==> config.mk <==
export PLATFORM = sky130hd
export DESIGN_NAME = key_click_classifier
export DESIGN_NICKNAME = d
export VERILOG_FILES = /design/src/rtl/key_click_pkg.sv /design/src/rtl/key_hold_timer.sv /design/src/rtl/key_click_classifier.sv
export SDC_FILE = /design/constraint.sdc
export NUM_CORES = 1
export LEC_CHECK = 0
export CAP_MARGIN = 40
export CORE_UTILIZATION = 40
export CTS_CLUSTER_DIAMETER = 100
export DETAILED_ROUTE_END_ITERATION = 7
export PLACE_DENSITY_LB_ADDON = 0.15
export SLEW_MARGIN = 0
export SYNTH_ARGS = -nofsm -noshare
export SYNTH_HDL_FRONTEND = slang
export SYNTH_SLANG_ARGS = --single-unit
==> constraint.sdc <==
create_clock -name sys_clk -period 6.29 [get_ports sys_clk]
set_input_delay 0.9435 -clock sys_clk [delete_from_list [all_inputs] [get_ports sys_clk]]
set_output_delay 0.9435 -clock sys_clk [all_outputs]
set_load 0.01 [all_outputs]
==> src/rtl/key_click_pkg.sv <==
// Shared types and default 50 MHz timing for the key click classifier.
// State encoding, timer terminal selection and a small max helper.
package key_click_pkg;

  typedef enum logic [2:0] {
    IDLE,
    PRESS1,
    WAIT2,
    PRESS2,
    LONG_HELD
  } state_t;

  typedef enum logic [1:0] {
    SEL_LONG,
    SEL_GAP,
    SEL_REPEAT
  } term_sel_t;

  // Defaults correspond to 1 s hold, 300 ms gap and 200 ms repeat at 50 MHz.
  localparam int DEF_LONG_CYC    = 50_000_000;
  localparam int DEF_DBL_GAP_CYC = 15_000_000;
  localparam int DEF_REPEAT_CYC  = 10_000_000;

  function automatic int max2(input int a, input int b);
    return (a > b) ? a : b;
  endfunction

endpackage

==> src/rtl/key_hold_timer.sv <==
// Clearable up-counter shared by all classifier states; o_match flags the
// cycle in which the count equals the selected terminal value minus one.
module key_hold_timer
  import key_click_pkg::*;
#(
  parameter int CNT_W       = 26,
  parameter int LONG_CYC    = DEF_LONG_CYC,
  parameter int DBL_GAP_CYC = DEF_DBL_GAP_CYC,
  parameter int REPEAT_CYC  = DEF_REPEAT_CYC
) (
  input  logic      i_clk,
  input  logic      i_rst_n,
  input  logic      i_clear,
  input  term_sel_t i_sel,
  output logic      o_match
);

  logic [CNT_W-1:0] r_cnt;
  logic [CNT_W-1:0] w_term;

  // The repeat terminal may be truncated when repeat is compiled out; the
  // classifier never consults the match in that configuration.
  always_comb begin
    w_term = CNT_W'(LONG_CYC - 1);
    case (i_sel)
      SEL_LONG:   w_term = CNT_W'(LONG_CYC - 1);
      SEL_GAP:    w_term = CNT_W'(DBL_GAP_CYC - 1);
      SEL_REPEAT: w_term = CNT_W'(REPEAT_CYC - 1);
      default:    w_term = CNT_W'(LONG_CYC - 1);
    endcase
  end

  always_ff @(posedge i_clk) begin
    if (!i_rst_n) begin
      r_cnt <= '0;
    end else if (i_clear) begin
      r_cnt <= '0;
    end else begin
      r_cnt <= r_cnt + CNT_W'(1);
    end
  end

  assign o_match = (r_cnt == w_term);

endmodule

==> src/rtl/key_click_classifier.sv <==
// Classifies debounced key gestures into single click, double click and long
// press pulses; auto-repeat while long-held is enabled by KEY_CLICK_REPEAT_EN.
module key_click_classifier
  import key_click_pkg::*;
#(
  parameter int LONG_CYC    = DEF_LONG_CYC,
  parameter int DBL_GAP_CYC = DEF_DBL_GAP_CYC,
  parameter int REPEAT_CYC  = DEF_REPEAT_CYC
) (
  input  logic sys_clk,
  input  logic sys_rst_n,
  input  logic key_flag,
  input  logic key_value,
  output logic short_pulse,
  output logic double_pulse,
  output logic long_pulse,
  output logic repeat_pulse
);

`ifdef KEY_CLICK_REPEAT_EN
  localparam int CNT_MAX = max2(max2(LONG_CYC, DBL_GAP_CYC), REPEAT_CYC);
`else
  localparam int CNT_MAX = max2(LONG_CYC, DBL_GAP_CYC);
`endif
  localparam int CNT_W = $clog2(CNT_MAX);

  state_t    r_state;
  logic      r_short;
  logic      r_double;
  logic      r_long;
  logic      w_press;
  logic      w_release;
  logic      w_match;
  logic      w_clear;
  term_sel_t w_sel;

  assign w_press   = key_flag && !key_value;
  assign w_release = key_flag &&  key_value;

  always_comb begin
    w_sel = SEL_LONG;
    case (r_state)
      WAIT2:     w_sel = SEL_GAP;
      LONG_HELD: w_sel = SEL_REPEAT;
      default:   w_sel = SEL_LONG;
    endcase
  end

  // Timer restarts on every state entry and on each repeat tick.
  always_comb begin
    w_clear = 1'b0;
    case (r_state)
      IDLE:      w_clear = w_press;
      PRESS1:    w_clear = w_release || w_match;
      WAIT2:     w_clear = w_press || w_match;
      PRESS2:    w_clear = w_release;
`ifdef KEY_CLICK_REPEAT_EN
      LONG_HELD: w_clear = w_release || w_match;
`else
      LONG_HELD: w_clear = w_release;
`endif
      default:   w_clear = 1'b1;
    endcase
  end

  key_hold_timer #(
    .CNT_W      (CNT_W),
    .LONG_CYC   (LONG_CYC),
    .DBL_GAP_CYC(DBL_GAP_CYC),
    .REPEAT_CYC (REPEAT_CYC)
  ) u_timer (
    .i_clk  (sys_clk),
    .i_rst_n(sys_rst_n),
    .i_clear(w_clear),
    .i_sel  (w_sel),
    .o_match(w_match)
  );

`ifdef KEY_CLICK_REPEAT_EN
  logic r_repeat;
  assign repeat_pulse = r_repeat;
`else
  assign repeat_pulse = 1'b0;
`endif

  // Key events take priority over timer expiry in every state.
  always_ff @(posedge sys_clk) begin
    if (!sys_rst_n) begin
      r_state  <= IDLE;
      r_short  <= 1'b0;
      r_double <= 1'b0;
      r_long   <= 1'b0;
`ifdef KEY_CLICK_REPEAT_EN
      r_repeat <= 1'b0;
`endif
    end else begin
      r_short  <= 1'b0;
      r_double <= 1'b0;
      r_long   <= 1'b0;
`ifdef KEY_CLICK_REPEAT_EN
      r_repeat <= 1'b0;
`endif
      case (r_state)
        IDLE: begin
          if (w_press) r_state <= PRESS1;
        end
        PRESS1: begin
          if (w_release) begin
            r_state <= WAIT2;
          end else if (w_match) begin
            r_state <= LONG_HELD;
            r_long  <= 1'b1;
          end
        end
        WAIT2: begin
          if (w_press) begin
            r_state  <= PRESS2;
            r_double <= 1'b1;
          end else if (w_match) begin
            r_state <= IDLE;
            r_short <= 1'b1;
          end
        end
        PRESS2: begin
          if (w_release) r_state <= IDLE;
        end
        LONG_HELD: begin
          if (w_release) begin
            r_state <= IDLE;
          end
`ifdef KEY_CLICK_REPEAT_EN
          else if (w_match) begin
            r_repeat <= 1'b1;
          end
`endif
        end
        default: r_state <= IDLE;
      endcase
    end
  end

  assign short_pulse  = r_short;
  assign double_pulse = r_double;
  assign long_pulse   = r_long;

endmodule

* Word-level counts from Yosys, hierarchy flattened
Index checks and enable logic that the tools add are counted.
** Cells by class
- Reduce and logical (&&, ||, !) cells :: 12
- Bitwise logic cells :: 3
- Equality and inequality tests :: 11
- Mux-type cells :: 12
- Add/sub/neg operators :: 1
** Operators with widths (count)
- case mux 26 bit (2 select lines) :: 1
- adder 26 x 1 -> 26 bit, second input constant :: 1
- equality test 26 bit :: 1
- two-way mux 3 bit :: 6
- case mux 3 bit (4 select lines) :: 1
- equality test 3 x 2 -> 1 bit, second input constant :: 2
- != test 3 bit, second input constant :: 2
- OR reduction 3 bit :: 2
- case mux 1 bit (4 select lines) :: 1
- case mux 2 bit (2 select lines) :: 1
- AND reduction 4 bit :: 1
- OR reduction 2 bit :: 2
- equality test 3 x 1 -> 1 bit, second input constant :: 1
- equality test 3 bit, second input constant :: 1
- logical NOT 3 bit :: 1
- NOT 1 bit :: 3
- equality test 2 x 1 -> 1 bit, second input constant :: 1
- equality test 2 bit, second input constant :: 1
- logical AND 1 bit :: 2
- logical OR 1 bit :: 2
- two-way mux 1 bit :: 2
- != test 2 x 1 -> 1 bit, second input constant :: 1
- != test 2 bit, second input constant :: 1
- AND reduction 2 bit :: 1
- logical NOT 1 bit :: 1
** Storage, ports and cells
- Register bits :: 32
- Logic and storage cells :: 44

* Longest topological paths before layout
Gate-level depths: netlist (run 1).
- Depth after elaboration :: 8
- Depth in mapped cells :: 8
- Mapped depth without buffers :: 5

* Cells and area by module
A second synthesis (run 1) with hierarchy kept.
** Unflattened totals
- Cells, all modules :: 200
- Area, all modules :: 1681.6 um2
** By module, submodules not included
- key_hold_timer :: times used 1, seq. area each 520.5 um2, cells each 157, area an instance 1313.8 um2
- key_click_classifier :: times used 1, seq. area each 120.1 um2, cells each 43, area an instance 367.9 um2

* Worst setup path after synthesis (run 1)
OpenSTA, ideal clock, no wires.
- Path type :: in2reg
- Start point :: input key_value
- End point :: register u_timer.r_cnt[6]
- Slack :: 4.276 ns
- Arrival :: 1.950 ns
- Setup time :: 0.064 ns
- Buffers on the path :: 2
- Required time :: 6.226 ns
- Stages on the path :: 7
- Path through :: and2_1 -> o21ai_0 -> nand4_1 -> a21o_1 -> buf_4 -> buf_6 -> nor2_1
** On the way
- Longest elaborated chain between the ends :: 5
** RTL lines
- start: declaration :: line key_click_classifier.sv:13 : input logic key_value,
- logical NOT 1 bit :: line key_click_classifier.sv:37 : assign w_press = key_flag && !key_value;
- logical AND 1 bit :: line key_click_classifier.sv:37
- logical OR 1 bit :: line key_click_classifier.sv:55 : WAIT2: w_clear = w_press || w_match;
- case mux 1 bit (4 select lines) * :: line key_click_classifier.sv:52 : case (r_state)
- OR reduction 2 bit (no source line) *
- end signal: assignment :: line key_hold_timer.sv:39 : r_cnt <= r_cnt + CNT_W'(1);
- end: declaration :: line key_hold_timer.sv:18 : logic [CNT_W-1:0] r_cnt;
Every way passes the cells marked *; elsewhere a longest branch is shown, timed or not.
A chain may end at the register's enable or synchronous reset.

* Worst setup path after layout (run 1)
- Start point :: register r_state[0]
- End point :: register u_timer.r_cnt[10]
** On the way
- Longest elaborated chain between the ends :: 8
** RTL lines
- start: declaration :: line key_click_classifier.sv:27 : state_t r_state;
- start signal: assignment :: line key_click_classifier.sv:89 : r_state <= IDLE;
- start signal: assignment :: line key_click_classifier.sv:105 : if (w_press) r_state <= PRESS1;
- start signal: assignment :: line key_click_classifier.sv:109 : r_state <= WAIT2;
- equality test 3 bit or equality test 3 x 2 -> 1 bit (tied branches) :: line key_click_classifier.sv:42, key_click_classifier.sv:52
- case mux 2 bit (2 select lines) :: line key_click_classifier.sv:42 : case (r_state)
- equality test 2 bit or equality test 2 x 1 -> 1 bit (tied branches) :: line key_hold_timer.sv:25 : case (i_sel)
- case mux 26 bit (2 select lines) :: line key_hold_timer.sv:25
- equality test 26 bit :: line key_hold_timer.sv:43 : assign o_match = (r_cnt == w_term);
- logical OR 1 bit (on tied branches) :: line key_click_classifier.sv:55, key_click_classifier.sv:54
- case mux 1 bit (4 select lines) * :: line key_click_classifier.sv:52
- OR reduction 2 bit (no source line) *
Marks and branches as above.

==> results by group, run 1 <==
Clock network
  • Cts-stage hold buffer count: 0
  • Post-CTS Setup Inserts: 0
  • # clock sinks: 32
  • Clock tree buffer depth: 2
  • Clock root buffer: clkbuf_8
  • CTS H-Tree Depth: 2
  • CTS buffer count: 5
  • PostCTS Resize Cnt: 0
  • Worst skew pair latency: between 200 and 300 ps
  • CTS clk-pin slew, worst paths: 70 ps
  • TritonCTS clock tree: done

Layout
  • Multi-input gate area: slightly above 900 µm²
  • Number of fill cells in the layout: approximately 380
  • Number of diodes: 0
  • Fin area: between 1500 and 2000 µm²
  • Share of layout cells above drive strength 1: under 10%
  • P&R area growth vs syn: 9.96%
  • NumNets Final: 204
  • Register area: 641 µm²

Flow run
  • Max cap viols: 0

STA
  • Slew margin rel.: 44.4%
  • FMAX: 369 MHz
  • Fin Clk Skew: around 5.9 ps
  • # setup viols final: 0
  • Hold Vio Cnt, Final: 0
  • RSZ-0062 raised after global routing: false
  • Min Tclk post-route: between 2000 and 3000 ps
  • Final TNS setup: 0 ps
  • Final slew viol count: 0
  • Worst-margin pin slew: ~830 ps
  • Post-route clock period utilization: approximately 43%

Yosys
  • Post-Syn Nets: approximately 200
  • Number of synthesized register bits: 32
  • Mapped Avg Cell Area: 8.42 µm²
  • Cells after synthesis: around 200
  • Top FF cell, synth: dfxtp_1
  • Post-synthesis sequential area ratio: roughly two fifths
  • Post-synth EDFFs: 0
  • Yosys Warn Count: 0
  • Synth Cell Area: 1660 µm²
  • FFs w/ async S/R, synth: 0%
  • Synth cell types: 41

Routing
  • DRC Markers: 0
  • Antenna viol nets, final: 0
  • Routed via count: between 1,000 and 1,500
  • Routed WL: between 3000 and 4000 µm
  • DRT Pass-1 Iters: 5
  • Vias per Instance: around 5.5
  • WL/cell: between 10 and 15 µm
  • DR iter-0 viols: 49

Pwr
  • VDD IR max: between 100 and 150 µV
  • PwrDens: about 240 nW/µm²
  • Cell leakage power: about 0.55 nW

Setup path
  • Max incr delay on CP: roughly 710 ps
  • Crit path max fanout: 26
  • Worst path slowest cell: a21o_1
  • CP arrival: 2860 ps
  • CP Launch Type: flop
  • WP data required: 6440 ps
  • CP Capture Type: flop
  • CP cell instances: nor3b_1 > or4_1 > a2111oi_4 > a21o_1 > nor2_1
  • CP Class: reg -> reg

Die
  • Num ports: 8
  • Num rows: 23
  • Core ar.: approximately 4000 µm²
  • Die height: roughly 66 µm
  • DIE AREA: about 4400 µm²
  • Die width: around 66 µm
  • Initial Utilization: around 41%

Place
  • PortBufs: 6
  • Placed Area: about 1700 µm²
  • RD Place Congestion: 0.765
  • Final HPWL DP: 2290 µm

Global route
  • GR Util All Layers: between 10% and 20%
  • Largest net degree at the start of global routing: 27
  • Initial antenna violation count: 0
  • Total grt overflow: 0
  • Vias in the first global route: roughly 1,300
  • First-pass GRT wire length: approximately 5800 µm

Run status
  • Status: finished, final reports clean

Min path
  • Min-Delay Path Class: reg -> reg
==> worst paths after layout <==
kind / cells past startpoint / end / slack [ps] / from
max: 5 / u_timer.r_cnt[10]$_SDFF_PP0_ / 3580 / r_state[0]$_SDFFE_PN0P_
min: 1 / u_timer.r_cnt[0]$_SDFF_PP0_ / 480 / u_timer.r_cnt[0]$_SDFF_PP0_
max reg2reg: 5 / u_timer.r_cnt[10]$_SDFF_PP0_ / 3580 / r_state[0]$_SDFFE_PN0P_
min reg2reg: 1 / u_timer.r_cnt[0]$_SDFF_PP0_ / 480 / u_timer.r_cnt[0]$_SDFF_PP0_
==> cells by family after synthesis <==
group	share of synthesized area (%)
compound gates	8.15
xor+xnor	13.2
fa+ha+maj	0.755
buf+inv	5.06
flops	38.6
mux	1.21
other cells	0.226
simple gates	32.8
==> critical path: cells and delay by family, from the launching register on <==
family / cells / cell delay, ps
AND/OR/NAND/NOR: 3 / 880
flip-flops: 1 / 600
AO/OA/AOI/OAI: 2 / 1080
==> per-stage QoR <==
step | hold WS, ps | worst slack [ps] | total power [mW] | utilization, % | instances
final | 483 | 3580 | 0.435 | 45.6 | 250
after detailed placement | 469 | 3330 | 0.241 | 42.8 | 242
after floorplan | 441 | 4280 | 0.237 | - | 197
after global placement | 459 | 3450 | 0.240 | 42.8 | 242
after global routing | 532 | 3270 | 0.452 | 45.6 | 250
after CTS | 488 | 3530 | 0.442 | 45.6 | 250
==> sequential cells by signal, summed over array words and instances (netlist names) <==
| register | cells |
|---|---|
| u_timer.r_cnt | 26 |
| r_state | 3 |
| double_pulse | 1 |
| long_pulse | 1 |
| short_pulse | 1 |
==> final cells by class <==
| class | instances | area share (%) |
|---|---|---|
| multi-input combinational | 150 | 51.2 |
| tap | 50 | 3.43 |
| timing repair buffer | 6 | 3.29 |
| inverter | 4 | 0.824 |
| sequential | 32 | 35.1 |
| clock buffer | 5 | 3.77 |
| clock inverter | 3 | 2.33 |
==> cells in the mapped netlist (all sizes together), types with 2 or more instances <==
library cell / count / area, µm²
a2111oi: 2 / 42.5
a21o: 2 / 15.0
a21oi: 2 / 10.0
and2: 3 / 18.8
and3: 6 / 37.5
buf: 8 / 57.6
clkbuf: 3 / 11.3
dfxtp: 32 / 641
inv: 4 / 15.0
mux2i: 2 / 20.0
nand2: 15 / 56.3
nand3: 10 / 50.1
nand3b: 2 / 15.0
nand4: 5 / 31.3
nand4b: 2 / 17.5
nor2: 35 / 131
nor3: 5 / 25.0
nor3b: 3 / 22.5
nor4: 9 / 56.3
nor4b: 2 / 17.5
o21ai: 5 / 25.0
or4: 3 / 26.3
xnor2: 22 / 193
xor2: 3 / 26.3
==> per-layer routing <==
metal,track usage (%),vias to the layer above,wire [µm]
met4,11.4,0,124
met2,28.8,29,1550
met5,0,-,0
met3,5.86,12,129
li1,-,686,-
met1,20.3,639,1550
==> power breakdown <==
| group | internal (mW) | switching (mW) |
|---|---|---|
| combinational | 0.0101 | 0.0146 |
| sequential | 0.206 | 0.00615 |
| clock | 0.117 | 0.0816 |
==> placed cells by master (no fill, tap or decap), types with 2 or more instances in the layout <==
cell,count
nor2_1,35
dfxtp_1,32
xnor2_1,22
nand2_1,15
nand3_1,10
nor4_1,9
and3_1,6
clkdlybuf4s50_1,6
nand4_1,5
o21ai_0,5
nor3_1,5
clkbuf_8,5
inv_1,4
nor3b_1,3
and2_1,3
xor2_1,3
nor4b_1,2
nand4b_1,2
or4_1,2
mux2i_1,2
a21o_1,2
a21oi_1,2
nand3b_1,2
Power figures use the tool's default switching activity.
==> run 2, diff against run 1 <==
Clock period 6.29 ns to 2.3 ns, I/O delays scaled along.
==> run 2 against run 1 <==
  * Power rose to 2.5 times the previous value
  * Core utilization up 1.1 points
  * Fmax up 27%
  * Via count up 0.66%
==> results by group, run 2 (synthesized netlist as in run 1, its figures left out) <==
STA
  • Final TNS setup: 0 ps (unchanged)
  • # setup viols final: 0 (unchanged)
  • Post-route clock period utilization: 92.7% (+50 points)
  • Final worst slack: 168 ps (-3410 ps)
  • Hold Vio Cnt, Final: 0 (unchanged)
  • Hold_ws: 483 ps (+0.192 ps)
  • Min Tclk post-route: 2130 ps (-580 ps)
  • RSZ-0062 raised after global routing: false
  • Worst-margin pin slew: 516 ps (-317 ps)
  • FMAX: 469 MHz (+27%)
  • Final slew viol count: 0 (unchanged)
  • Fin Clk Skew: 6.71 ps (+0.763 ps)
  • Slew margin rel.: 65.5% (+21 points)

Global route
  • Largest net degree at the start of global routing: 27 (unchanged)
  • Vias in the first global route: 1,375 (+5.5%)
  • First-pass GRT wire length: 5960 µm (+3.5%)
  • Total grt overflow: 0 (unchanged)
  • Initial antenna violation count: 0 (unchanged)
  • GR Util All Layers: 18.4% (+0.49 points)

Routing
  • Routed via count: 1,375 (+0.66%)
  • DRT Pass-1 Iters: 4 (-1)
  • Routed WL: 3530 µm (+5.2%)
  • DRC Markers: 0 (unchanged)
  • WL/cell: 13.9 µm (+3.1%)
  • Antenna viol nets, final: 0 (unchanged)
  • Vias per Instance: 5.39 (-1.3%)
  • DR iter-0 viols: 41 (-16%)

Run status
  • Status: finished, final reports clean

Setup path
  • CP Launch Type: flop
  • CP startpoint: r_state[1]$_SDFFE_PN0P_
  • Worst path slowest cell: or4_1
  • CP cell instances: nor3b_2 > or4_1 > a2111oi_4 > a21o_1 > buf_12 > nor2_1
  • R2r setup slk: 170 ps (-3410 ps)
  • Crit Reg-Reg Startpoint: r_state[1]$_SDFFE_PN0P_
  • R2R cell count: 6 (+1)
  • End of the critical path: u_timer.r_cnt[9]$_SDFF_PP0_
  • CP arrival: 2310 ps (-550 ps)
  • CP Class: reg -> reg
  • CP Capture Type: flop
  • Crit path max fanout: 26 (unchanged)
  • RR Endpoint: u_timer.r_cnt[9]$_SDFF_PP0_
  • Max incr delay on CP: 560 ps (-150 ps)
  • WP data required: 2480 ps (-3960 ps)

Layout
  • P&R area growth vs syn: 12.5%
  • Number of flip-flops in the largest register: 26 (unchanged)
  • Number of fill cells in the layout: 397 (+3.4%)
  • Most frequent cells in the layout: nor2_1, dfxtp_1, xnor2_1, nand2_1, nand3_1
  • Number of diodes: 0 (unchanged)
  • Most common cell after layout, fill and taps aside: nor2_1
  • Biggest register: u_timer.r_cnt
  • Fin area: 1870 µm² (+2.3%)
  • NumNets Final: 209 (+2.5%)
  • Share of layout cells above drive strength 1: 9.27% (+2.8 points)
  • Largest regs: u_timer.r_cnt: 26 flops, r_state: 3 flops

Pwr
  • Tot Pwr: 1.11 mW (+150%)
  • Clock power share: 40.3% (-5.4 points)
  • PwrDens: 592 nW/µm² (+150%)
  • Switching part of the total: 23.7% (+0.21 points)
  • Gate power share: 7.6% (+1.9 points)
  • Cell leakage power: 0.573 nW (+4.8%)
  • Seq pwr share: 52.1% (+3.4 points)
  • Internal power: 0.843 mW (+150%)
  • Sw Pwr: 0.262 mW (+160%)
  • VDD IR max: 273 µV (+86%)

Place
  • RD Place Congestion: 0.734 (-4.0%)
  • Final HPWL DP: 2590 µm (+13%)
  • Setup WS pre-CTS: 92.1 ps (-3240 ps)
  • Placed Area: 1760 µm² (+2.9%)
  • PortBufs: 6 (unchanged)

Flow run
  • Max cap viols: 0 (unchanged)

Clock network
  • TritonCTS clock tree: done
  • Worst skew pair latency: 280 ps (about the same)
  • Cts-stage hold buffer count: 0 (unchanged)
  • CTS H-Tree Depth: 2 (unchanged)
  • # clock sinks: 32 (unchanged)
  • CTS clk-pin slew, worst paths: 70 ps (about the same)
  • Clock tree buffer depth: 2 (unchanged)
  • Clock root buffer: clkbuf_8
  • CTS buffer count: 5 (unchanged)

Die
  • DIE AREA: 4410 µm² (unchanged)
  • Num rows: 23 (unchanged)
  • Num ports: 8 (unchanged)
  • Initial Utilization: 41.4% (unchanged)
  • Core ar.: 4000 µm² (unchanged)
  • Die height: 66.4 µm (unchanged)
  • Die width: 66.4 µm (unchanged)

Min path
  • Min-Delay Path Class: reg -> reg
run 2: cell count changes in the layout (fill, tap and decap cells not counted):
cell / previous run / this run
clkbuf_8: 5 / 6
bufinv_16: 1 / 0
nor3b_2: 0 / 2
buf_12: 0 / 1
clkbuf_1: 0 / 1
buf_4: 0 / 4
clkinv_2: 1 / 0
nor3b_1: 3 / 1
run 2: stage by stage:
step,util [%],cells
global placement,44.0,247
global route,46.6,255
finish,46.6,255
floorplan,-,197
CTS,46.4,255
detailed placement,44.0,247
run 2: critical path: cells and delay by family (launching register included):
kind / cells / cell delay, ps
compound gates: 2 / 580
buf+inv: 1 / 170
flops: 1 / 530
simple gates: 3 / 740
run 2: power groups by stage:
stage,Combinational [mW],Sequential [mW],Clock [mW]
4_1_cts,0.0848,0.575,0.457
3_3_place_gp,0.0820,0.586,0
3_5_place_dp,0.0844,0.587,0
6_report,0.0840,0.576,0.445
5_1_grt,0.0944,0.577,0.486
2_1_floorplan,0.0684,0.581,0
run 2: worst min-delay path by stage:
stage                                      from                           to  slack, ps  cells after the start
detailed placement  u_timer.r_cnt[0]$_SDFF_PP0_  u_timer.r_cnt[0]$_SDFF_PP0_        470                      1
global route        u_timer.r_cnt[0]$_SDFF_PP0_  u_timer.r_cnt[0]$_SDFF_PP0_        510                      1
CTS                 u_timer.r_cnt[0]$_SDFF_PP0_  u_timer.r_cnt[0]$_SDFF_PP0_        490                      1
finish              u_timer.r_cnt[0]$_SDFF_PP0_  u_timer.r_cnt[0]$_SDFF_PP0_        480                      1
global placement    u_timer.r_cnt[0]$_SDFF_PP0_  u_timer.r_cnt[0]$_SDFF_PP0_        460                      1
floorplan           u_timer.r_cnt[0]$_SDFF_PP0_  u_timer.r_cnt[0]$_SDFF_PP0_        440                      1
run 2: layer usage:
layer | part of all wire, % | track usage [%] | routed length, µm | vias to the layer above
li1 | - | - | - | 693
met1 | 44 | 19.7 | 1550 | 661
met2 | 52 | 32.9 | 1830 | 16
met3 | 2.7 | 5.52 | 97 | 5
met4 | 1.6 | 8.51 | 56 | 0
met5 | 0 | 0 | 0 | -
run 2: final cells by class:
type | instances | area, µm² | area share, %
Clock buffer | 7 | 86.3 | 4.63
Sequential cell | 32 | 641 | 34.3
Multi-Input combinational cell | 150 | 943 | 50.6
Clock inverter | 1 | 7.51 | 0.402
Timing Repair Buffer | 11 | 110 | 5.90
Inverter | 4 | 15.0 | 0.805
Tap cell | 50 | 62.6 | 3.35
run 2: timing repair:
item / CTS / global route
setup endpoints to repair: 0 / 27
buffers inserted: 0 / 0
gates resized for setup: 0 / 2
==> run 3, diff against run 2 <==
Settings changed: ABC_AREA set to 1.
==> run 3 against run 2 <==
  * Global-route usage barely moved
  * Clock-buffer cell count rose by 1
  * Clock skew rose by 1.2 ps
  * Critical endpoint is now u_timer.r_cnt[19]$_SDFF_PP0_
  * Final cell count rose by 39%
  * Routed wire length rose by 20%
  * Largest cell class unchanged
  * Die area rose by 22%
  * Fmax rose by 13%
  * Non-clock buffer count fell by 5
  * Synthesized cell count rose by 41%
==> results by group, run 3 <==
STA
  • # setup viols final: 0 (unchanged)
  • Final TNS setup: 0 ps (unchanged)
  • Hold Vio Cnt, Final: 0 (unchanged)
  • Min Tclk post-route: 1880 ps (-251 ps)
  • Final slew viol count: 0 (unchanged)
  • Fin Clk Skew: 7.88 ps (+1.17 ps)
  • FMAX: 532 MHz (+13%)
  • RSZ-0062 raised after global routing: false
  • Post-route clock period utilization: 81.8% (-11 points)

Clock network
  • CTS buffer count: 5 (unchanged)
  • Worst skew pair latency: 290 ps (about the same)
  • Clock tree buffer depth: 2 (unchanged)
  • Clock root buffer: clkbuf_8
  • # clock sinks: 32 (unchanged)
  • Cts-stage hold buffer count: 0 (unchanged)
  • PostCTS Resize Cnt: 0 (unchanged)
  • Post-CTS Setup Inserts: 0 (unchanged)
  • TritonCTS clock tree: done
  • CTS clk-pin slew, worst paths: 70 ps (about the same)
  • CTS H-Tree Depth: 2 (unchanged)

Place
  • PortBufs: 6 (unchanged)
  • RD Place Congestion: 0.881 (+20%)
  • Final HPWL DP: 3280 µm (+27%)

Yosys
  • Commonest cells in the netlist: nand2_1, dfxtp_1, inv_1, nor2_1, nand3_1
  • Post-synth EDFFs: 0 (unchanged)
  • Top post-synthesis cells by area: dfxtp_1, nand2_1, nor2_4
  • Post-Syn Nets: 283 (+40%)
  • Synth Cell Area: 2030 µm² (+23%)
  • Most frequent cell after synthesis: nand2_1
  • Cells after synthesis: 278 (+41%)
  • Area leader, netlist: dfxtp_1
  • Yosys top cell area share: 31.5% (-7.2 points)
  • Synth cell types: 34 (-17%)
  • Mapped Avg Cell Area: 7.32 µm² (-13%)
  • Top FF cell, synth: dfxtp_1
  • Yosys Warn Count: 0 (unchanged)
  • Number of synthesized register bits: 32 (unchanged)
  • Post-synthesis sequential area ratio: 31.5% (-7.2 points)
  • FFs w/ async S/R, synth: 0% (unchanged)

Routing
  • Antenna viol nets, final: 0 (unchanged)
  • DR iter-0 viols: 73 (+78%)
  • DRT Pass-1 Iters: 4 (unchanged)
  • Routed WL: 4230 µm (+20%)
  • WL/cell: 11.9 µm (-14%)
  • Vias per Instance: 4.66 (-14%)
  • DRC Markers: 0 (unchanged)
  • Routed via count: 1,654 (+20%)

Flow run
  • Max cap viols: 0 (unchanged)

Layout
  • Core Util, Final: 46.0% (-0.66 points)
  • Multi-input gate area: 1200 µm² (+27%)
  • Share of layout cells above drive strength 1: 21.5% (+12 points)
  • Number of flip-flops in the largest register: 26 (unchanged)
  • Largest regs: u_timer.r_cnt: 26 flops, r_state: 3 flops
  • Number of diodes: 0 (unchanged)
  • Number of fill cells in the layout: 533 (+34%)
  • Most frequent cells in the layout: nand2_1, inv_1, dfxtp_1, nor2_1, nand3_1
  • Biggest register: u_timer.r_cnt
  • Register area: 641 µm² (unchanged)
  • NumNets Final: 292 (+40%)
  • Most common cell after layout, fill and taps aside: nand2_1
  • P&R area growth vs syn: 8.86%

Setup path
  • CP arrival: 2050 ps (-260 ps)
  • CP Class: reg -> reg
  • CP delay by family, top: simple AND/OR/NAND/NOR gates
  • WP data required: 2470 ps (about the same)
  • R2r setup slk: 420 ps (+250 ps)
  • Worst path slowest cell: dfxtp_1
  • CP Launch Type: flop
  • Max incr delay on CP: 360 ps (-200 ps)
  • CP Capture Type: flop
  • Crit path max fanout: 26 (unchanged)
  • Worst path buffer plus inverter count: 0 (-1)
  • CP cell instances: ha_1 > nand2_2 > nor2_8 > nand2_4 > nor2_4 > nand2_2 > nor2_4 > nand2_2 > nand2_4 > nand2_4 > nand2_8 > a21oi_1

Die
  • Num ports: 8 (unchanged)
  • Die height: 73.3 µm (+10%)
  • Core ar.: 4820 µm² (+20%)
  • Die width: 73.3 µm (+10%)
  • Num rows: 25 (+8.7%)
  • Initial Utilization: 42.2% (+0.79 points)
  • DIE AREA: 5380 µm² (+22%)

Pwr
  • Internal power: 1.04 mW (+24%)
  • Cell leakage power: 0.821 nW (+43%)
  • Gate power share: 36.9% (+29 points)
  • Sw Pwr: 0.725 mW (+180%)
  • PwrDens: 798 nW/µm² (+35%)
  • Clock power share: 25.3% (-15 points)
  • Switching part of the total: 41.0% (+17 points)
  • VDD IR max: 434 µV (+59%)
  • Seq pwr share: 37.8% (-14 points)

Min path
  • Min-Delay Path Class: reg -> reg

Global route
  • Largest net degree at the start of global routing: 27 (unchanged)
  • GR Util All Layers: 18.4% (-0.029 points)
  • Initial antenna violation count: 0 (unchanged)
  • First-pass GRT wire length: 7290 µm (+22%)
  • Vias in the first global route: 1,539 (+12%)
  • Total grt overflow: 0 (unchanged)

Run status
  • Status: finished, final reports clean
## run 3: changes by cell type after synthesis, moves of 4 or more
cell | before | now
and3_1 | 6 | 0
nand2_2 | 0 | 10
nor2_1 | 35 | 31
xnor2_1 | 22 | 5
nand3_1 | 10 | 23
nor2_4 | 0 | 14
nand2_1 | 15 | 58
a21oi_1 | 2 | 8
a21oi_2 | 0 | 7
inv_2 | 0 | 6
nor2_2 | 0 | 6
inv_1 | 4 | 32
nor4_1 | 9 | 2
## run 3: cell type report
type,count,area share [%]
inverter,38,6.44
clock buffer,8,4.07
sequential,32,28.9
multi-input combinational,204,54.1
timing repair buffer,6,2.71
tap,67,3.79
## run 3: through the flow
stage / hold slack (ps) / std cells / power [mW] / setup WS [ps] / instance area [µm²]
after floorplan: 427 / 278 / 1.32 / 594 / 2030
after global placement: 440 / 347 / 1.34 / 358 / 2120
after detailed placement: 444 / 347 / 1.34 / 315 / 2120
after CTS: 465 / 355 / 1.80 / 384 / 2210
after global routing: 480 / 355 / 1.89 / 258 / 2210
final: 459 / 355 / 1.77 / 419 / 2210
## run 3: worst paths after layout
path | cells after the start | end | from
worst max-delay path | 12 | u_timer.r_cnt[19]$_SDFF_PP0_ | u_timer.r_cnt[0]$_SDFF_PP0_
worst min-delay path | 1 | u_timer.r_cnt[0]$_SDFF_PP0_ | u_timer.r_cnt[0]$_SDFF_PP0_
worst max register to register | 12 | u_timer.r_cnt[19]$_SDFF_PP0_ | u_timer.r_cnt[0]$_SDFF_PP0_
worst min register to register | 1 | u_timer.r_cnt[0]$_SDFF_PP0_ | u_timer.r_cnt[0]$_SDFF_PP0_
## run 3: power by group through the flow
stage / sequential, mW / clock, mW / combinational [mW]
5_1_grt: 0.676 / 0.482 / 0.734
6_report: 0.668 / 0.447 / 0.651
3_5_place_dp: 0.681 / 0 / 0.662
3_3_place_gp: 0.680 / 0 / 0.658
2_1_floorplan: 0.648 / 0 / 0.667
4_1_cts: 0.669 / 0.466 / 0.667
## run 3: metal layers
metal  share of wire (%)  global-route usage (%)  vias up
li1                    -                       -      892
met1                  48                    23.2      741
met2                  48                    30.3       15
met3                 2.0                    4.12        6
met4                 1.6                    7.69        0
met5                   0                       0        -
## run 3: cell families (layout without fill, tap and decap cells)
kind of cell / count (synthesis) / in the layout / share of synthesized area (%)
and+or+nand+nor: 169 / 169 / 45.7
buffers and inverters: 42 / 52 / 9.66
DFF: 32 / 32 / 31.5
AOI/OAI and AO/OA: 22 / 22 / 7.63
xor gates and xnor gates: 11 / 11 / 4.74
adders and majority gates: 1 / 1 / 0.615
other: 1 / 1 / 0.184
## run 3: worst reg2reg max path, cell delays in order (launching register included)
cell,delay (ps)
dfxtp_1,360
ha_1,210
nand2_2,100
nor2_8,130
nand2_4,100
nor2_4,130
nand2_2,60
nor2_4,100
nand2_2,70
nand2_4,90
nand2_4,80
nand2_8,250
a21oi_1,90
